--- src/rtl/fifo_serial_pkg.sv ---
// Shared types and constants for the FIFO-fed serial transmitter.
// Optional feature macro: FIFO_SERIAL_TX_PARITY_EN (adds the PARITY state).
package fifo_serial_pkg;

    typedef enum logic [2:0] {
        ST_IDLE,
        ST_FETCH,
        ST_LOAD,
        ST_START,
        ST_DATA,
`ifdef FIFO_SERIAL_TX_PARITY_EN
        ST_PARITY,
`endif
        ST_STOP
    } tx_state_t;

    localparam logic START_BIT = 1'b0;
    localparam logic STOP_BIT  = 1'b1;
    localparam int   DATA_BITS = 8;

endpackage

--- src/rtl/fifo_serial_tx_if.sv ---
// Handshake bundle between the FIFO read port, the enable and the TX pin.
// master: the transmitter; slave: FIFO / system side.
interface fifo_serial_tx_if;
    import fifo_serial_pkg::*;

    logic                 tx_en;
    logic                 fifo_empty;
    logic [DATA_BITS-1:0] fifo_data;
    logic                 fifo_rd;
    logic                 tx;
    logic                 busy;
    logic                 frame_done;

    modport master (
        input  tx_en, fifo_empty, fifo_data,
        output fifo_rd, tx, busy, frame_done
    );

    modport slave (
        output tx_en, fifo_empty, fifo_data,
        input  fifo_rd, tx, busy, frame_done
    );

endinterface

--- src/rtl/fifo_serial_tx_baud_tick_gen.sv ---
// Bit-period timer. Counts 0..CLKS_PER_BIT-1 while run is high and wraps on
// terminal count; tick_next flags the cycle before tick so a caller can
// register a pulse that lands exactly on the terminal-count cycle.
module baud_tick_gen #(
    parameter int CLKS_PER_BIT = 16
) (
    input  logic clock,
    input  logic reset_n,
    input  logic clear,
    input  logic run,
    output logic tick,
    output logic tick_next
);
    localparam int CNT_W = $clog2(CLKS_PER_BIT);
    localparam logic [CNT_W-1:0] TC  = CNT_W'(CLKS_PER_BIT - 1);
    localparam logic [CNT_W-1:0] PRE = CNT_W'(CLKS_PER_BIT - 2);

    logic [CNT_W-1:0] cnt_q, cnt_d;

    assign tick      = run && (cnt_q == TC);
    assign tick_next = run && (cnt_q == PRE);

    // Next count: clear dominates, otherwise advance and wrap while running.
    always_comb begin
        cnt_d = cnt_q;
        if (clear) begin
            cnt_d = '0;
        end else if (run) begin
            cnt_d = tick ? '0 : cnt_q + CNT_W'(1);
        end
    end

    // Counter register.
    always_ff @(posedge clock or negedge reset_n) begin
        if (!reset_n) cnt_q <= '0;
        else          cnt_q <= cnt_d;
    end

endmodule

--- src/rtl/fifo_serial_tx.sv ---
// Pops bytes from the 16x8 FIFO and sends each as start, 8 data bits LSB
// first, optional even parity, stop. All outputs are registered from the
// next-state values so they line up with the state they belong to.
// Optional feature macro: FIFO_SERIAL_TX_PARITY_EN.
//
//   state  | meaning
//   IDLE   | line high, waiting for tx_en with FIFO not empty
//   FETCH  | one-cycle pop strobe to the FIFO
//   LOAD   | FIFO read data captured into the shift register
//   START  | start bit for one bit period
//   DATA   | shift[0] on the line, 8 bit periods
//   PARITY | even parity of the byte (feature builds only)
//   STOP   | stop bit; frame_done on its last cycle, then refetch or idle
module fifo_serial_tx #(
    parameter int CLKS_PER_BIT = 16,
    parameter int DATA_W       = 8
) (
    input  logic             clock,
    input  logic             reset_n,
    fifo_serial_tx_if.master bus
);
    import fifo_serial_pkg::*;

    localparam logic [2:0] LAST_BIT = 3'(DATA_BITS - 1);

    tx_state_t         state_q, state_d;
    logic [DATA_W-1:0] shift_q, shift_d;
    logic [2:0]        bit_idx_q, bit_idx_d;
    logic              tx_q, tx_d;
    logic              fifo_rd_q, busy_q, frame_done_q;
    logic              cnt_clear, tick, tick_next;
    logic              start_ok;

    assign start_ok  = bus.tx_en && !bus.fifo_empty;
    assign cnt_clear = (state_q == ST_IDLE) || (state_q == ST_FETCH) || (state_q == ST_LOAD);

    baud_tick_gen #(.CLKS_PER_BIT(CLKS_PER_BIT)) u_baud (
        .clock     (clock),
        .reset_n   (reset_n),
        .clear     (cnt_clear),
        .run       (!cnt_clear),
        .tick      (tick),
        .tick_next (tick_next)
    );

`ifdef FIFO_SERIAL_TX_PARITY_EN
    logic parity_q;

    // Parity is taken from the FIFO word in the same cycle the shifter loads.
    always_ff @(posedge clock or negedge reset_n) begin
        if (!reset_n)                parity_q <= 1'b0;
        else if (state_q == ST_LOAD) parity_q <= ^bus.fifo_data;
    end
`endif

    // Next-state, shift register and bit index.
    always_comb begin
        state_d   = state_q;
        shift_d   = shift_q;
        bit_idx_d = bit_idx_q;
        case (state_q)
            ST_IDLE:  if (start_ok) state_d = ST_FETCH;
            ST_FETCH: state_d = ST_LOAD;
            ST_LOAD: begin
                shift_d = bus.fifo_data;
                state_d = ST_START;
            end
            ST_START: if (tick) begin
                bit_idx_d = '0;
                state_d   = ST_DATA;
            end
            ST_DATA: if (tick) begin
                shift_d = shift_q >> 1;
                if (bit_idx_q == LAST_BIT) begin
                    bit_idx_d = '0;
`ifdef FIFO_SERIAL_TX_PARITY_EN
                    state_d   = ST_PARITY;
`else
                    state_d   = ST_STOP;
`endif
                end else begin
                    bit_idx_d = bit_idx_q + 3'd1;
                end
            end
`ifdef FIFO_SERIAL_TX_PARITY_EN
            ST_PARITY: if (tick) state_d = ST_STOP;
`endif
            ST_STOP: if (tick) state_d = start_ok ? ST_FETCH : ST_IDLE;
            default: state_d = ST_IDLE;
        endcase
    end

    // Line level for the state being entered.
    always_comb begin
        tx_d = STOP_BIT;
        case (state_d)
            ST_START:  tx_d = START_BIT;
            ST_DATA:   tx_d = shift_d[0];
`ifdef FIFO_SERIAL_TX_PARITY_EN
            ST_PARITY: tx_d = parity_q;
`endif
            default:   tx_d = STOP_BIT;
        endcase
    end

    // State and registered outputs; reset aborts any frame and idles the line.
    always_ff @(posedge clock or negedge reset_n) begin
        if (!reset_n) begin
            state_q      <= ST_IDLE;
            shift_q      <= '0;
            bit_idx_q    <= '0;
            tx_q         <= STOP_BIT;
            fifo_rd_q    <= 1'b0;
            busy_q       <= 1'b0;
            frame_done_q <= 1'b0;
        end else begin
            state_q      <= state_d;
            shift_q      <= shift_d;
            bit_idx_q    <= bit_idx_d;
            tx_q         <= tx_d;
            fifo_rd_q    <= (state_d == ST_FETCH);
            busy_q       <= (state_d != ST_IDLE);
            frame_done_q <= (state_q == ST_STOP) && tick_next;
        end
    end

    assign bus.tx         = tx_q;
    assign bus.fifo_rd    = fifo_rd_q;
    assign bus.busy       = busy_q;
    assign bus.frame_done = frame_done_q;

endmodule

--- src/flat_wrapper.sv ---
// flat-port wrapper written by rule: the top's interface ports become plain ports
module fifo_serial_tx_flat import fifo_serial_pkg::*;
#(
    parameter int CLKS_PER_BIT = 16,
    parameter int DATA_W       = 8
)
  (clock, reset_n, bus_tx_en, bus_fifo_empty, bus_fifo_data, bus_fifo_rd, bus_tx, bus_busy, bus_frame_done);
  fifo_serial_tx_if bus_i ();
  input  logic clock;
  input  logic reset_n;
  input wire logic [$bits(bus_i.tx_en)-1:0] bus_tx_en;
  input wire logic [$bits(bus_i.fifo_empty)-1:0] bus_fifo_empty;
  input wire logic [$bits(bus_i.fifo_data)-1:0] bus_fifo_data;
  output wire logic [$bits(bus_i.fifo_rd)-1:0] bus_fifo_rd;
  output wire logic [$bits(bus_i.tx)-1:0] bus_tx;
  output wire logic [$bits(bus_i.busy)-1:0] bus_busy;
  output wire logic [$bits(bus_i.frame_done)-1:0] bus_frame_done;
  assign bus_i.tx_en = bus_tx_en;
  assign bus_i.fifo_empty = bus_fifo_empty;
  assign bus_i.fifo_data = bus_fifo_data;
  assign bus_fifo_rd = bus_i.fifo_rd;
  assign bus_tx = bus_i.tx;
  assign bus_busy = bus_i.busy;
  assign bus_frame_done = bus_i.frame_done;
  fifo_serial_tx #(.CLKS_PER_BIT(CLKS_PER_BIT), .DATA_W(DATA_W)) u_core (.clock(clock), .reset_n(reset_n), .bus(bus_i));
endmodule
--- config.mk ---
export PLATFORM = sky130hd
export DESIGN_NAME = fifo_serial_tx_flat
export DESIGN_NICKNAME = d
export VERILOG_FILES = /design/src/rtl/fifo_serial_pkg.sv /design/src/rtl/fifo_serial_tx_if.sv /design/src/rtl/fifo_serial_tx_baud_tick_gen.sv /design/src/rtl/fifo_serial_tx.sv /design/src/flat_wrapper.sv
export SDC_FILE = /design/constraint.sdc
export NUM_CORES = 1
export LEC_CHECK = 0
export BUFFER_PORTS_ARGS = -buffer_cell sky130_fd_sc_hd__buf_2
export CAP_MARGIN = 30
export CORE_MARGIN = 2
export CORE_UTILIZATION = 40
export CTS_BUF_LIST = sky130_fd_sc_hd__clkbuf_8 sky130_fd_sc_hd__clkbuf_16
export DETAILED_ROUTE_END_ITERATION = 10
export PLACE_DENSITY = 0.67
export SKIP_LAST_GASP = 1
export SYNTH_ARGS = -nofsm -noshare
export SYNTH_HDL_FRONTEND = slang
export SYNTH_HIERARCHICAL = 1
export SYNTH_SLANG_ARGS = --single-unit
--- constraint.sdc ---
create_clock -name clock -period 2.1 [get_ports clock]
set_clock_uncertainty 0.05 [all_clocks]
set_input_delay 0.105 -clock clock [delete_from_list [all_inputs] [get_ports clock]]
set_output_delay 0.105 -clock clock [all_outputs]
set_load 0.03 [all_outputs]
# After elaboration in Yosys (flattened, before gate mapping)
# Cells that the tools add are included.
# totals
inputBits,12
latchBits,0
reg_bits,22
mem_bits_ro,0
mem_count,0
mem_bits_rw,0
# classes
shift,0
n_reduce_logical,14
muxes,16
bitwise,0
eq_ne,13
mul,0
order_cmp,0
n_div,0
addsub,2
# ops
op,n
2-to-1 mux 3 bit,8
one-hot mux 3 bit (6 select lines),1
one-hot mux 8 bit (2 select lines),1
"== test 3 bit, second input constant",4
"== test 3 x 2 -> 1 bit, second input constant",3
"== test 4 bit, second input constant",2
2-to-1 mux 4 bit,2
2-to-1 mux 8 bit,1
"== test 3 x 1 -> 1 bit, second input constant",2
one-hot mux 3 bit (2 select lines),1
"adder 4 x 1 -> 4 bit, second input constant",1
logical AND 1 bit,4
"inequality test 2 bit, second input constant",2
nonzero test 2 bit,2
"adder 3 x 1 -> 3 bit, second input constant",1
logical NOT 3 bit,1
AND reduction 3 bit,1
nonzero test 3 bit,1
logical NOT 1 bit,2
logical OR 1 bit,2
one-hot mux 1 bit (2 select lines),1
AND reduction 2 bit,1
2-to-1 mux 1 bit,1

# Logic depth before layout (Yosys ltp)
# Gate-level depths: netlist of run 1.
# logic_depth
word_depth,9
depth_mapped,8
depth_no_buf,6

# By module
# Netlist of run 1, hierarchy kept.
# modules_own_cells
mod,n_inst,seq_area_each_um2,area_per_inst_um2,cells_per_inst
fifo_serial_tx,1,451.7,910.9,84
baud_tick_gen,1,100.1,235.2,25

# Worst setup path after synthesis of run 1
# No wires, ideal clock.
# synth_timing
path_type,register to register
startpoint,register u_core.state_q[0]
endpoint,register u_core.shift_q[1]
setup_time_ns,0.118
synth_period_minus_slack_ns,2.050
stages_incl_launch_ff,9
path_slack_ns,0.050
t_required_ns,1.932
t_arrival_ns,1.882
path_cell_list,dfrtp_1 -> buf_2 -> a21oi_1 -> inv_1 -> and4_2 -> nor4bb_1 -> buf_4 -> a22o_1 -> a21o_1
# synth_between
elab_chain_len,7
elab_cells_between_ends,12
classes_between,4 x eq/ne; 1 x mux; 7 x reduce/logical
# synth_rtl
item,line_no,rtl
start: declaration,fifo_serial_tx.sv:26,"tx_state_t state_q, state_d;"
start signal: assignment,fifo_serial_tx.sv:117,state_q <= state_d;
== test 3 x 1 -> 1 bit / logical NOT 3 bit (equally long branches),fifo_serial_tx.sv:35,assign cnt_clear = (state_q == ST_IDLE) || (state_q == ST_FETCH) || (state_q == ST_LOAD);
logical OR 1 bit,fifo_serial_tx.sv:35,
logical OR 1 bit (*),fifo_serial_tx.sv:35,
net u_core.cnt_clear,fifo_serial_tx.sv:31,"logic cnt_clear, tick, tick_next;"
logical NOT 1 bit (*),fifo_serial_tx.sv:41,".run (!cnt_clear),"
logical AND 1 bit (*),fifo_serial_tx_baud_tick_gen.sv:20,assign tick = run && (cnt_q == TC);
net u_core.tick,fifo_serial_tx.sv:31,
inequality test 2 bit (no source line) (*),n/a,
AND reduction 2 bit (no source line) (*),n/a,
end signal: assignment,fifo_serial_tx.sv:118,shift_q <= shift_d;
end: declaration,fifo_serial_tx.sv:27,"logic [DATA_W-1:0] shift_q, shift_d;"
# The timed path passes the listed nets; every way through them passes the cells marked *.
# A chain may end at the register's enable or synchronous reset.

# Worst setup path after layout of run 1
# layout_timing
startpoint,register u_core.state_q[1]
endpoint,register u_core.shift_q[3]
# The elaborated chain is that of the path after synthesis.

==> flow_summary.json, run 1 <==
{
  "status": "finished, final reports clean",
  "antenna_found_initial": 0,
  "cts_hold_buf": 1,
  "multi_input_area_um2": 552,
  "syn-instance-count": 109,
  "rows": 19,
  "regArea_um2": 552,
  "die_h_um": 57.5,
  "r2r_slack_ns": 0.30,
  "die_x_um": 57.5,
  "cts_buffer_depth": 2,
  "crit_required_ns": 2.22,
  "crit_path_end_kind": "flop",
  "rsz0062_at_grt": "no",
  "crit_fanout": 10,
  "final_area_mm2": 0.00134,
  "p_per_area_mw_per_mm2": 1160,
  "rr_endpoint": "u_core/shift_q[3]$_DFFE_PN0P_",
  "final.setup.tns_ns": 0,
  "root_buffer": "clkbuf_8",
  "crit_start": "u_core/state_q[1]$_DFF_PN0_",
  "overflow": 0,
  "wl_per_cell_um": 13.9,
  "start_util": 0.419,
  "placed_cell_area_mm2": 0.00128,
  "fmax_mhz": 557,
  "gp_congestion": 0.826,
  "core_area_mm2": 0.00273,
  "postCtsSetupRepairBufs": 0,
  "drt_first_pass_iters": 6,
  "placed_cells": 156,
  "r2r_cells": 7,
  "hold_viol": 0,
  "hold_start": "bus_fifo_data[7]",
  "cts_sinks": 22,
  "ctsResizeCount": 0,
  "cts_tree": "done",
  "synth_nets": 125,
  "antenna_left": 0,
  "vias": 907,
  "ys_seq_area_frac": 0.481,
  "syn_avg_cell_area_um2": 10.5,
  "arrival_ns": 1.91,
  "yosys_warnings": 6,
  "vias_per_cell": 5.63,
  "num_io_pins": 16,
  "grt_pass1_vias": 918,
  "critPathCapture": "u_core/shift_q[3]$_DFFE_PN0P_",
  "grt_max_degree": 23,
  "cts.reportedPaths.clkPinSlew_ns": 0.08,
  "crit_type": "flop to flop",
  "cap_violations": 0,
  "min_path_type": "input pin to flop",
  "fin_cells": 161,
  "dp_hpwl_mm": 1.59,
  "period_minus_slack_ns": 1.80,
  "synth_top_cell_by_area": "dfrtp_1",
  "synth_area_leaders": "dfrtp_1, a22o_1, a21oi_1",
  "setup_viol": 0,
  "fill_cells": 249,
  "clk_latency_ns": 0.27,
  "drive_gt1_frac": 0.246,
  "worstMarginPinSlew_ns": 0.609,
  "drtIter0Drc": 18,
  "synth_cell_types": 40,
  "die_area_mm2": 0.00331,
  "syn-cell-area_mm2": 0.00115,
  "area_growth_pct": 17.1,
  "fin_crit_sh": 0.855,
  "timing.rr.start": "u_core/state_q[1]$_DFF_PN0_",
  "track_usage": 0.152,
  "portBuffers": 15,
  "netlist.area_leader.share": 0.459,
  "ys_ff_latch": 22,
  "drv_slew": 0,
  "antenna_cells": 0,
  "nets": 147,
  "htreeDepth": 1,
  "numCtsBuffers": 3,
  "drc": 0,
  "max_slew_margin": 0.592,
  "ir_drop_uv": 643,
  "routed_wl_mm": 2.24,
  "leakage_nw": 0.665,
  "start_kind": "flop",
  "grt_pass1_wl_mm": 3.83
}
## cells by family after synthesis
kind of cell,after synthesis,synth area share
AND/OR/NAND/NOR,32,0.177
flip-flops,22,0.481
multiplexers,2,0.0186
AO/OA/AOI/OAI,39,0.235
buffers and inverters,9,0.0371
XOR/XNOR,1,0.00764
adder cells (fa/ha/maj),4,0.0437
## registers in the layout, summed over array words and instances (netlist names)
name,flops
u_core/bus.busy,1
u_core/bus.fifo_rd,1
u_core/bus.tx,1
u_core/bus.frame_done,1
u_core/bit_idx_q,3
u_core/u_baud/cnt_q,4
u_core/shift_q,8
u_core/state_q,3
## layer usage
| metal | wire length [µm] | GRT usage |
|---|---|---|
| met1 | 1030 | 0.176 |
| met2 | 1060 | 0.258 |
| met3 | 102 | 0.0340 |
| met4 | 48 | 0.0864 |
| met5 | 0 | 0 |
## cell usage after synthesis
cell	number
a211oi_1	2
a21boi_0	1
a21o_1	7
a21oi_1	11
a22o_1	8
a31oi_1	1
a32o_1	1
and2_1	1
and2b_1	1
and3_1	1
and3b_1	1
and4_2	2
buf_2	4
buf_4	1
dfrtp_1	21
dfstp_2	1
ha_1	4
inv_1	4
mux2_2	1
mux2i_1	1
nand2_1	4
nand2_2	1
nand2b_1	3
nand3_1	4
nand3b_1	1
nor2_1	3
nor2_4	1
nor2b_1	3
nor3_1	2
nor3b_2	1
nor4_1	1
nor4bb_1	1
o211ai_1	1
o21a_1	1
o21ai_0	3
o21bai_1	1
o22ai_1	1
o2bb2ai_1	1
or3_1	1
xor2_1	1
## stage by stage
stage	utilization	hold slack, ns	power [mW]	worst slack, ns
2_1_floorplan	-	-0.241	1.10	0.0498
3_3_place_gp	0.467	0.0494	1.24	0.345
3_5_place_dp	0.467	0.0404	1.27	0.287
4_1_cts	0.491	0.000805	1.58	0.285
5_1_grt	0.491	0.0149	1.68	0.158
6_report	0.491	0.00693	1.56	0.305
## critical path: stages, from the launching register on
cell	delay [ns]
dfrtp_1	0.38
a21oi_1	0.19
inv_1	0.15
and4_2	0.24
nor4bb_1	0.12
buf_4	0.18
a22o_1	0.24
a21o_1	0.15
## cells in the final DEF, fill, tap and decap left out, types with 4 or more instances in the layout
cell	Yosys	routed
ha_1	4	4
nand2_1	4	4
a21o_1	7	7
nand3_1	4	4
buf_2	4	15
a21oi_1	11	11
buf_4	1	6
a22o_1	8	8
clkbuf_8	0	4
inv_1	4	4
dfrtp_1	21	21
## worst min-delay path by stage
| stage | depth (start not counted) | to | slack [ns] |
|---|---|---|---|
| floorplan | 0 | u_core/bit_idx_q[0]$_DFFE_PN0P_ | -0.24 |
| global route | 2 | u_core/shift_q[7]$_DFFE_PN0P_ | 0.01 |
| CTS | 2 | u_core/shift_q[7]$_DFFE_PN0P_ | 0.0008 |
| global placement | 1 | u_core/bus.fifo_rd$_DFF_PN0_ | 0.05 |
| finish | 2 | u_core/shift_q[7]$_DFFE_PN0P_ | 0.007 |
| detailed placement | 1 | u_core/bit_idx_q[2]$_DFFE_PN0P_ | 0.04 |
## where the power goes
part / total (mW) / switching (mW) / internal (mW)
sequential: 0.664 / 0.100 / 0.564
clock: 0.306 / 0.139 / 0.167
combinational: 0.590 / 0.315 / 0.275
total: 1.56 / 0.554 / 1.01
## final cells by class
class                           instances  share of cell area
Inverter                                4              0.0112
Sequential cell                        22               0.411
Tap cell                               31              0.0289
Multi-Input combinational cell         78               0.411
Timing Repair Buffer                   22              0.0969
Clock buffer                            4              0.0410
Power figures use the tool's default switching activity.
==> inputs of run 2 (changes only) <==
Settings changed: MAX_ROUTING_LAYER from default to met4, PLACE_DENSITY 0.67 to 0.65, SYNTH_HIERARCHICAL 1 to default.
Clock period 2.1 ns to 2.2 ns, I/O delays scaled along.
==> run 2 against run 1 <==
Against the previous run:
- wire length down 6.9%
- sequential power up 7.1%
- first-iteration DRC count up 89%
- critical path depth down 3
- non-clock buffer count down 6
- cell count down 6.8%
- core utilization down 2.5 points
- worst hold slack better by 0.018 ns
- largest cell class unchanged
- largest power group unchanged
- highest routed layer unchanged
==> flow_summary.json, run 2 <==
{
  "final.setup.tns_ns": 0,
  "vias": 836,
  "synthAdderAreaFrac": 0.0448,
  "clk_latency_ns": 0.26,
  "crit_start": "u_core.state_q[2]$_DFF_PN0_",
  "arrival_ns": 1.96,
  "portBuffers": 15,
  "leakage_nw": 0.609,
  "gp_congestion": 0.711,
  "drt-met1-wl_um": 960,
  "p_per_area_mw_per_mm2": 1150,
  "period_minus_slack_ns": 1.86,
  "drc": 0,
  "overflow": 0,
  "vias_per_cell": 5.57,
  "syn-instance-count": 104,
  "syn_avg_cell_area_um2": 10.7,
  "synth_most_common_cell": "dfrtp_1",
  "min_delay_path_depth": 3,
  "die_area_mm2": 0.00323,
  "antenna_found_initial": 0,
  "dp_hpwl_mm": 1.50,
  "timing.rr.start": "u_core.state_q[2]$_DFF_PN0_",
  "status": "finished, final reports clean",
  "start_util": 0.412,
  "track_usage": 0.149,
  "die_h_um": 56.8,
  "wl_met3_um": 59,
  "synth_top_cell_by_area": "dfrtp_1",
  "nets": 136,
  "regMostFlops": "u_core.shift_q",
  "synth_xor_area_frac": 0.0157,
  "worst-path-stages": 4,
  "hold_viol": 0,
  "max_slew_margin": 0.573,
  "num_io_pins": 16,
  "grt_pass1_wl_mm": 3.68,
  "synth_mux_area_frac": 0.0191,
  "crit_family": "simple AND/OR/NAND/NOR gates",
  "yosys_warnings": 0,
  "yosys_most_used_dff": "dfrtp_1",
  "numCtsBuffers": 3,
  "htreeDepth": 1,
  "area_growth_pct": 13.1,
  "grt_pass1_vias": 833,
  "root_buffer": "clkbuf_8",
  "cp_slowest_cell": "dfrtp_1",
  "crit_required_ns": 2.30,
  "routed_wl_mm": 2.09,
  "path_cells": "nand2b_1 > nor2_1 > nor2_2 > a21o_1",
  "cap_violations": 0,
  "final_cell_mix": "dfrtp_1, buf_2, nor2_1, o21ai_0",
  "crit_type": "flop to flop",
  "drv_slew": 0,
  "crit_buf_inv": 0,
  "fmax_mhz": 539,
  "async_flop_share": 1.00,
  "cts.reportedPaths.clkPinSlew_ns": 0.08,
  "drt_first_pass_iters": 4,
  "syn-cell-area_mm2": 0.00112,
  "synth_top_family_by_area": "compound AO/OA/AOI/OAI gates",
  "r2r_cells": 4,
  "synth_cell_types": 39,
  "cts_sinks": 22,
  "largest_reg_flops": 8,
  "drive_gt1_frac": 0.218,
  "wl_per_cell_um": 13.9,
  "rr_endpoint": "u_core.shift_q[3]$_DFFE_PN0P_",
  "ys_seq_area_frac": 0.494,
  "r2r_slack_ns": 0.34,
  "synthSimpleGateAreaFrac": 0.169,
  "wl_met2_mm": 1.04,
  "top_layer": "met4",
  "ctsResizeCount": 0,
  "rsz0062_at_grt": "no",
  "netlist.area_leader.share": 0.471,
  "critPathCapture": "u_core.shift_q[3]$_DFFE_PN0P_",
  "synth_edf_count": 0,
  "max_stage_delay_ns": 0.52,
  "synth_compound_area_frac": 0.224,
  "synth_nets": 120,
  "antenna_left": 0,
  "die_x_um": 56.8,
  "core_area_mm2": 0.00271,
  "worstMarginPinSlew_ns": 0.640,
  "utilization": 0.466,
  "cts_tree": "done",
  "fin_crit_sh": 0.844,
  "grt_max_degree": 23,
  "antenna_cells": 0,
  "start_kind": "flop",
  "synth_area_leaders": "dfrtp_1, a22o_1, ha_1",
  "reg.largest.list": "u_core.shift_q: 8 flops, u_core.u_baud.cnt_q: 4 flops",
  "final_common_cell": "dfrtp_1",
  "setup_viol": 0,
  "rows": 19,
  "crit_path_end_kind": "flop",
  "power_mw": 1.45,
  "crit_fanout": 13,
  "synth.cells.most_frequent": "dfrtp_1, nor2_1, o21ai_0",
  "ir_drop_uv": 583,
  "cts_buffer_depth": 2,
  "min_path_type": "input pin to flop",
  "ys_ff_latch": 22,
  "hold-worst-slack_ns": 0.0246,
  "drtIter0Drc": 34
}
==> run 2: changes by cell type after synthesis, sizes merged, moves of 3 or more <==
cell,change
a21oi,-6
nor2,+5
o21ai,+4
inv,-3
==> run 2: repair_timing <==
action	4_1_cts	5_1_grt
endpoints found under the hold margin	21	0
hold buffers	1	0
buffers inserted	0	0
==> run 2: cells by family (layout without fill, tap and decap cells) <==
| group | count (synthesis) | in the layout |
|---|---|---|
| compound gates | 35 | 35 |
| fa+ha+maj | 4 | 4 |
| buf+inv | 6 | 21 |
| flops | 22 | 22 |
| xor+xnor | 2 | 2 |
| simple gates | 33 | 33 |
| mux | 2 | 2 |
==> run 2: final cells by class <==
class	instances	area [µm²]
tap	31	38.8
timing repair buffer	16	85.1
sequential	22	552
multi-input combinational	76	528
fill	276	1450
inverter	1	3.75
clock buffer	4	55.1
==> run 2: per-layer routing <==
metal  vias to the layer above  GRT usage
li1                        418          -
met1                       400      0.192
met2                        14      0.238
met3                         4     0.0276
met4                         0     0.0498
met5                         -          -
==> run 2: worst min-delay path by stage <==
stage          slack, ns             start                              end
6_report            0.02  bus_fifo_data[7]    u_core.shift_q[7]$_DFFE_PN0P_
5_1_grt             0.03  bus_fifo_data[7]    u_core.shift_q[7]$_DFFE_PN0P_
4_1_cts             0.02  bus_fifo_data[7]    u_core.shift_q[7]$_DFFE_PN0P_
3_5_place_dp        0.05           reset_n  u_core.bit_idx_q[0]$_DFFE_PN0P_
3_3_place_gp        0.05           reset_n      u_core.shift_q[0]$_DFF_PN0_
2_1_floorplan      -0.24           reset_n  u_core.bit_idx_q[0]$_DFFE_PN0P_
==> run 2: metrics by stage <==
stage	cells	instance area (µm²)	setup WS [ns]
2_1_floorplan	104	1120	0.722
3_3_place_gp	145	1200	0.377
3_5_place_dp	145	1200	0.394
4_1_cts	150	1260	0.378
5_1_grt	150	1260	0.242
6_report	150	1260	0.344
==> run 2: where the power goes <==
group	internal [mW]	switching, mW	total (mW)
combinational	0.220	0.232	0.452
clock	0.159	0.129	0.288
sequential	0.545	0.166	0.711
total	0.924	0.527	1.45
==> run 2: tightest hold or removal path: cells and delay by family <==
family          cells  cell delay [ns]
buf+inv             1             0.08
compound gates      1             0.07
simple gates        1             0.04
==> inputs of run 3 (changes only) <==
Clock period 2.2 ns to 1.95 ns, I/O delays scaled along.
==> run 3 against run 2 <==
Against the previous run:
- cell count grew 3.3%
- final area rose by 4.3%
- wire length up 3.9%
- clock-buffer cell count fell by 1
==> flow_summary.json, run 3 (synthesis gave the netlist of run 2 again) <==
{
  "max_slew_margin": 0.660,
  "track_usage": 0.164,
  "final.setup.tns_ns": 0,
  "fmax_mhz": 575,
  "power_frac_comb": 0.332,
  "routed_wl_mm": 2.17,
  "start_util": 0.412,
  "vias_per_cell": 5.46,
  "rsz0062_at_grt": "no",
  "cts_sinks": 22,
  "pwr-share-seq": 0.428,
  "antenna_found_initial": 0,
  "crit_start": "u_core.u_baud.cnt_q[0]$_DFF_PN0_",
  "final_cell_mix": "dfrtp_1, buf_2, nor2_1, o21ai_0",
  "rows": 19,
  "crit_family": "simple AND/OR/NAND/NOR gates",
  "regMostFlops": "u_core.shift_q",
  "p_per_area_mw_per_mm2": 1360,
  "drc": 0,
  "drive_gt1_frac": 0.250,
  "hold-worst-slack_ns": 0.0418,
  "cts_tree": "done",
  "grt_pass1_wl_mm": 4.00,
  "antenna_cells": 0,
  "wl_per_cell_um": 14.0,
  "crit_required_ns": 2.04,
  "grt_max_degree": 23,
  "root_buffer": "clkbuf_8",
  "power_mw": 1.79,
  "cp_slowest_cell": "and3_1",
  "die_h_um": 56.8,
  "arrival_ns": 1.83,
  "leakage_nw": 0.641,
  "period_minus_slack_ns": 1.74,
  "timing.rr.start": "u_core.u_baud.cnt_q[0]$_DFF_PN0_",
  "final_common_cell": "dfrtp_1",
  "portBuffers": 15,
  "worstMarginPinSlew_ns": 0.508,
  "num_io_pins": 16,
  "antenna_left": 0,
  "crit_path_end_kind": "flop",
  "r2r_cells": 5,
  "hold_viol": 0,
  "cts_buffer_depth": 2,
  "clk_latency_ns": 0.26,
  "fin_crit_sh": 0.892,
  "numCtsBuffers": 3,
  "worst-path-stages": 5,
  "switching_share": 0.345,
  "area_growth_pct": 17.9,
  "crit_type": "flop to flop",
  "crit_fanout": 10,
  "reg.largest.list": "u_core.shift_q: 8 flops, u_core.u_baud.cnt_q: 4 flops",
  "p_sw_mw": 0.616,
  "setup_viol": 0,
  "vias": 846,
  "die_area_mm2": 0.00323,
  "placed_cell_area_mm2": 0.00123,
  "cap_violations": 0,
  "fill_cells": 253,
  "power.internal_mw": 1.17,
  "drv_slew": 0,
  "htreeDepth": 1,
  "gp_congestion": 0.772,
  "crit_buf_inv": 0,
  "postCtsSetupRepairBufs": 0,
  "p_clk_frac": 0.239,
  "ir_drop_uv": 723,
  "status": "finished, final reports clean",
  "cts.reportedPaths.clkPinSlew_ns": 0.08,
  "path_cells": "ha_1 > and3_1 > a21oi_2 > a311oi_2 > nand3_1",
  "largest_reg_flops": 8,
  "dp_hpwl_mm": 1.59,
  "die_x_um": 56.8,
  "min_path_type": "input pin to flop",
  "max_stage_delay_ns": 0.41,
  "multi_input_area_um2": 528,
  "hold_start": "bus_fifo_data[7]",
  "overflow": 0,
  "start_kind": "flop",
  "nets": 141,
  "min_delay_path_depth": 3,
  "drtIter0Drc": 17,
  "drt_first_pass_iters": 4,
  "core_area_mm2": 0.00271,
  "grt_pass1_vias": 886,
  "final_area_mm2": 0.00132,
  "regArea_um2": 552
}
## run 3: metrics by stage
step | setup WS, ns | util | cells
after floorplan | 0.472 | - | 104
after global placement | 0.330 | 0.456 | 150
after detailed placement | 0.250 | 0.456 | 150
after CTS | 0.219 | 0.486 | 155
after global routing | 0.0882 | 0.486 | 155
final | 0.210 | 0.486 | 155
## run 3: routing by layer
metal	up-vias	track usage	part of all wire
met4	0	0.0631	0.012
met5	-	-	0
li1	422	-	-
met1	413	0.219	0.46
met3	4	0.0253	0.016
met2	7	0.252	0.51
## run 3: layout make-up
class | instances | area share
clock buffers | 3 | 0.0314
well taps | 31 | 0.0295
flip-flops and latches | 22 | 0.419
multi-input cells | 76 | 0.401
repair buffers | 21 | 0.0932
inverters | 1 | 0.00285
clock inverters | 1 | 0.0228
## run 3: final timing paths
| check | end | slack [ns] |
|---|---|---|
| min in group asynchronous | u_core.bit_idx_q[2]$_DFFE_PN0P_ | 0.27 |
| worst min-delay path | u_core.shift_q[7]$_DFFE_PN0P_ | 0.04 |
| worst max-delay path | u_core.shift_q[0]$_DFF_PN0_ | 0.21 |
| worst max register to register | u_core.shift_q[0]$_DFF_PN0_ | 0.21 |
| max in group asynchronous | u_core.bus.tx$_DFF_PN1_ | 1.22 |
| worst min register to register | u_core.shift_q[5]$_DFFE_PN0P_ | 0.43 |
## run 3: power groups by stage
stage	logic (mW)	clock network, mW	registers (mW)
finish	0.594	0.427	0.765
global route	0.676	0.448	0.791
CTS	0.597	0.434	0.764
detailed placement	0.591	0	0.775
global placement	0.565	0	0.762
floorplan	0.456	0	0.748
## run 3: timing repair
action                                 4_1_cts  5_1_grt
resized for setup                            0        0
endpoints found under the hold margin       21        0
setup endpoints to repair                    0        0
hold buffers                                 1        0
## run 3: tightest hold or removal path: stages
cell and delay, ns:
buf_2 0.08, nand2_1 0.04, o21ai_0 0.09
